File: config.mk
export PLATFORM = sky130hd
export DESIGN_NAME = acc_dump
export DESIGN_NICKNAME = d
export VERILOG_FILES = /design/src/rtl/acc_dump.sv
export SDC_FILE = /design/constraint.sdc
export NUM_CORES = 1
export LEC_CHECK = 0
export CAP_MARGIN = 20
export CORE_ASPECT_RATIO = 1.1
export CORE_MARGIN = 2
export CORE_UTILIZATION = 50
export DETAILED_ROUTE_END_ITERATION = 6
export PLACE_DENSITY = 0.77
export SETUP_SLACK_MARGIN = 0.5
export SLEW_MARGIN = 30
export SYNTH_ARGS = -nofsm -noshare
export SYNTH_HDL_FRONTEND = slang
export SYNTH_SLANG_ARGS = --single-unit
File: constraint.sdc
create_clock -name clk -period 2.8 [get_ports clk]
set_clock_uncertainty 0.1 [all_clocks]
set_input_delay 0.84 -clock clk [delete_from_list [all_inputs] [get_ports clk]]
set_output_delay 0.84 -clock clk [all_outputs]
set_load 0.02 [all_outputs]
File: src/rtl/acc_dump.sv
// Integrate-and-dump stage: samples the free-running channel accumulator at each
// C/A code epoch, sums DUMP_EPOCHS per-epoch deltas and offers the result on a valid/ready port.
module acc_dump #(
  parameter int ACC_WIDTH   = 16,
  parameter int OUT_WIDTH   = 21,
  parameter int DUMP_EPOCHS = 1
) (
  input  logic                 clk,
  input  logic                 reset,
  input  logic                 enable,
  input  logic [9:0]           codeShift,
  input  logic [ACC_WIDTH-1:0] accumulator,
  output logic [OUT_WIDTH-1:0] out_value,
  output logic                 out_valid,
  input  logic                 out_ready,
  output logic                 overrun
);

  localparam int CNT_W = (DUMP_EPOCHS > 1) ? $clog2(DUMP_EPOCHS) : 1;
  localparam logic [CNT_W-1:0] CNT_LAST = CNT_W'(DUMP_EPOCHS - 1);

  typedef enum logic [0:0] {
    ST_PRIME = 1'b0,
    ST_ACCUM = 1'b1
  } state_t;

  state_t               state_r;
  state_t               state_nxt_s;
  logic [9:0]           cs_q_r;
  logic [ACC_WIDTH-1:0] snap_r;
  logic [ACC_WIDTH-1:0] snap_nxt_s;
  logic [OUT_WIDTH-1:0] sum_r;
  logic [OUT_WIDTH-1:0] sum_nxt_s;
  logic [CNT_W-1:0]     cnt_r;
  logic [CNT_W-1:0]     cnt_nxt_s;
  logic [OUT_WIDTH-1:0] out_value_r;
  logic                 out_valid_r;
  logic                 overrun_r;

  logic                 epoch_s;
  logic [ACC_WIDTH-1:0] delta_s;
  logic [OUT_WIDTH-1:0] delta_ext_s;
  logic [OUT_WIDTH-1:0] sum_plus_s;
  logic                 dump_s;
  logic                 load_s;
  logic                 ack_s;

  // The delta wraps modulo 2^ACC_WIDTH, so a plain subtract handles accumulator roll-over.
  assign epoch_s     = (codeShift == 10'd0) && (cs_q_r != 10'd0);
  assign delta_s     = accumulator - snap_r;
  assign delta_ext_s = {{(OUT_WIDTH - ACC_WIDTH){delta_s[ACC_WIDTH-1]}}, delta_s};
  assign sum_plus_s  = sum_r + delta_ext_s;
  assign load_s      = dump_s & (~out_valid_r | out_ready);
  assign ack_s       = out_valid_r & out_ready;

  // State register
  always_ff @(posedge clk) begin
    if (!reset) begin
      state_r <= ST_PRIME;
    end else begin
      state_r <= state_nxt_s;
    end
  end

  // Next-state logic; a dropped enable always returns to PRIME
  always_comb begin
    state_nxt_s = state_r;
    if (!enable) begin
      state_nxt_s = ST_PRIME;
    end else begin
      case (state_r)
        ST_PRIME: begin
          if (epoch_s) begin
            state_nxt_s = ST_ACCUM;
          end else begin
            state_nxt_s = ST_PRIME;
          end
        end
        ST_ACCUM: state_nxt_s = ST_ACCUM;
        default:  state_nxt_s = ST_PRIME;
      endcase
    end
  end

  // Per-state datapath decisions: snapshot, running sum, epoch count and dump strobe
  always_comb begin
    dump_s     = 1'b0;
    snap_nxt_s = snap_r;
    sum_nxt_s  = sum_r;
    cnt_nxt_s  = cnt_r;
    if (!enable) begin
      sum_nxt_s = {OUT_WIDTH{1'b0}};
      cnt_nxt_s = {CNT_W{1'b0}};
    end else if (epoch_s) begin
      snap_nxt_s = accumulator;
      case (state_r)
        ST_PRIME: begin
          sum_nxt_s = {OUT_WIDTH{1'b0}};
          cnt_nxt_s = {CNT_W{1'b0}};
        end
        ST_ACCUM: begin
          if (cnt_r == CNT_LAST) begin
            dump_s    = 1'b1;
            sum_nxt_s = {OUT_WIDTH{1'b0}};
            cnt_nxt_s = {CNT_W{1'b0}};
          end else begin
            sum_nxt_s = sum_plus_s;
            cnt_nxt_s = cnt_r + CNT_W'(1);
          end
        end
        default: begin
          sum_nxt_s = {OUT_WIDTH{1'b0}};
          cnt_nxt_s = {CNT_W{1'b0}};
        end
      endcase
    end else begin
      snap_nxt_s = snap_r;
    end
  end

  // Epoch detector and accumulation registers
  always_ff @(posedge clk) begin
    if (!reset) begin
      cs_q_r <= 10'd0;
      snap_r <= {ACC_WIDTH{1'b0}};
      sum_r  <= {OUT_WIDTH{1'b0}};
      cnt_r  <= {CNT_W{1'b0}};
    end else begin
      cs_q_r <= codeShift;
      snap_r <= snap_nxt_s;
      sum_r  <= sum_nxt_s;
      cnt_r  <= cnt_nxt_s;
    end
  end

  // Output holding register; a dump into an occupied, unacknowledged slot is lost
  always_ff @(posedge clk) begin
    if (!reset) begin
      out_value_r <= {OUT_WIDTH{1'b0}};
      out_valid_r <= 1'b0;
      overrun_r   <= 1'b0;
    end else begin
      if (load_s) begin
        out_value_r <= sum_plus_s;
        out_valid_r <= 1'b1;
      end else if (ack_s) begin
        out_valid_r <= 1'b0;
      end else begin
        out_valid_r <= out_valid_r;
      end
      overrun_r <= overrun_r | (dump_s & ~load_s);
    end
  end

  assign out_value = out_value_r;
  assign out_valid = out_valid_r;
  assign overrun   = overrun_r;

endmodule
==> metrics <==
htree depth=2; area grow syn2layout=57.7%; Worst Tran Pin Value=0.536 ns; chip height=76.6 µm; Hold Fails Final Rpt=0; die area=5360 µm²; Slew HR=0.639; WL per Instance=16.3 µm; fin. max-slew vios=0; setup ws final=0.232 ns; Yosys top cell area share=0.376; Worst EP required=2.93 ns; sequential area share after synthesis=0.376; vias in the first global route=2350; critical-path maximum fanout=3; Syn Area/Cell=8.58 µm²; status=finished, final reports clean; placed cell count=413; initial core utilization=0.518; Final nets=418; met2 wire len=3530 µm; synthesized flop and latch total=45; CTS tree=built; Via density=5.68; vias=2437; Residual DRC=0; Max Cap Violations=0; Mapped Cells=279; setup TNS=0 ns; Synthesis Warnings=0; antenna violations before repair=0; Leakage Power=1.59 nW; initial DRC count=106; top cells by area, synth=dfxtp_1 38%, ha_1 7.8%, mux2i_1 6.7%; Synthesized Nets=325; hpwl dp=4340 µm; I/O pin count=53; I/O Buffers=52; Congestion Overflow GR=0; total wire length=6980 µm; peak supply drop=0.000204 V; CTS root buf=clkbuf_8; first-pass GRT wire length=10800 µm; Placer Congestion=0.866; WL met3=404 µm; ant diodes=0; share of layout cells above drive strength 1=0.290; fin crit period=2.57 ns; Syn Std Cell Area=2390 µm²; Tcrit/Tclk final=0.917; Worst EP arrival=2.70 ns; overall global routing resource usage=0.251; DRT Pass-1 Iters=4; CTS max path bufs=2; total power=1.41 mW; placed cell area=3380 µm²; endpoints failing setup=0; Netlist cell types=42; Hold WC Path Type=flop to flop; largest net degree at the start of global routing=27; Final Non-Filler Cells=429; crit start category=input pin; worst slack, placed=-0.438 ns; Rows=26; fin area=3770 µm²; DIE WIDTH=70.0 µm; Post-DRT Antenna Nets=0; Met1 Wirelength=2790 µm; max frequency=389 MHz; critical path class=input pin to flop; clock slew at reported path FFs=0.09 ns; cell taking the most area after synthesis=dfxtp_1; crit end category=flop; highest metal used=met4; Core Box Area=4620 µm²; Skew-Pair Late Insertion Delay=0.31 ns; Pwr per Cell Area=375 nW/µm²; RSZ-0062 raised after global routing=true; total clock sinks=45; Num CTS Buffers=5
-- cells by family (layout without fill, tap and decap cells) --
logic type               Yosys count  count (layout)  share of synthesized area
AND/OR/NAND/NOR                  106             106                      0.222
AO/OA/AOI/OAI                     52              52                      0.149
flip-flops                        45              45                      0.376
buffers and inverters             36             130                     0.0700
adder cells (fa/ha/maj)           16              16                     0.0868
multiplexers                      16              16                     0.0669
XOR/XNOR                           8               8                     0.0293
-- layer usage --
layer  up-vias  GRT usage
met4         0      0.125
met5         -          0
met3        25     0.0542
met1      1145      0.291
li1       1162          -
met2       105      0.431
-- power by group --
part	leakage, nW	switching (mW)	total, mW	internal, mW
sequential	0.365	0.00250	0.650	0.647
clock	0.0543	0.240	0.507	0.267
combinational	1.17	0.127	0.258	0.130
-- sequential cells by signal (all words and copies together), names as in the netlist --
name	flops
out_value	16
snap_r	16
cs_q_r	10
out_valid	1
overrun	1
state_r	1
-- timing repair --
action                     4_1_cts  5_1_grt
hold buffers                     0        0
setup buffers                    5        1
gates resized for setup         68       24
gates cloned                     1        1
pin swaps                       27       12
setup endpoints to repair       38       33
-- path summary, 6_finish.rpt --
kind	from	endpoint	slack [ns]	cells after the start
worst max-delay path	accumulator[0]	out_value[12]	0.23	11
worst min-delay path	out_value[0]	out_value[0]	0.36	2
worst max register to register	snap_r[0]	out_value[12]	0.62	8
worst min register to register	out_value[0]	out_value[0]	0.36	2
-- critical path: stages --
cell and delay, ns:
buf_6 0.07, buf_6 0.11, inv_12 0.03, ha_4 0.15, fa_2 0.38, nand2b_4 0.15, a21o_1 0.20, a311o_1 0.36
a31oi_2 0.17, nand4b_1 0.12, o211ai_1 0.12
-- through the flow --
step                      hold slack, ns   util
after floorplan                    0.363      -
after global placement             0.339  0.732
after detailed placement           0.350  0.732
after CTS                          0.362  0.796
after global routing               0.378  0.817
final                              0.356  0.817
-- layout make-up --
class / count / area [µm²]
multi-input combinational: 198 / 1680
timing repair buffer: 102 / 922
sequential: 45 / 901
fill: 297 / 846
inverter: 20 / 87.6
tap: 56 / 70.1
clock buffer: 5 / 68.8
clock inverter: 3 / 46.3
-- cell usage after synthesis --
cell type and count:
a211oi_1 1, ha_1 15, and2_1 10, nand3_1 16
a21oi_1 18, a21boi_1 1, a311oi_1 2, fa_1 1
nand4_2 1, nor3_1 1, nor2_1 30, and3_1 1
o2bb2ai_1 1, nand4_1 5, o22ai_1 1, xor2_1 4
buf_6 1, o21ai_0 3, or4_1 4, nand4b_1 1
a21o_1 7, nand2b_1 8, a31oi_1 5, o211a_1 1
a311o_1 2, nor4_1 6, o211ai_1 4, a22o_1 1
buf_2 2, buf_1 1, xnor2_1 4, clkbuf_1 6
mux2i_1 16, o31ai_1 1, a31oi_4 1, and4_1 1
buf_4 6, inv_1 20, o21a_1 3, nand2_1 21
dfxtp_1 45, nor2b_1 1
-- cells in the final DEF (no fill, tap or decap), types with 4 or more instances in the layout --
cell / instances
clkbuf_2: 4
nand4_1: 5
clkdlybuf4s50_1: 21
buf_4: 42
clkbuf_8: 5
nand3_1: 15
nand2b_1: 7
nand2_1: 19
and2_1: 10
inv_1: 19
dfxtp_1: 45
or4_1: 4
ha_4: 12
a21oi_2: 4
nor2_1: 28
xnor2_1: 4
xor2_1: 4
buf_6: 6
a21oi_1: 14
o211ai_1: 4
a31oi_4: 4
dlygate4sd2_1: 23
mux2i_1: 15
a21o_1: 7
No activity file was read; power rests on OpenSTA's default activity.
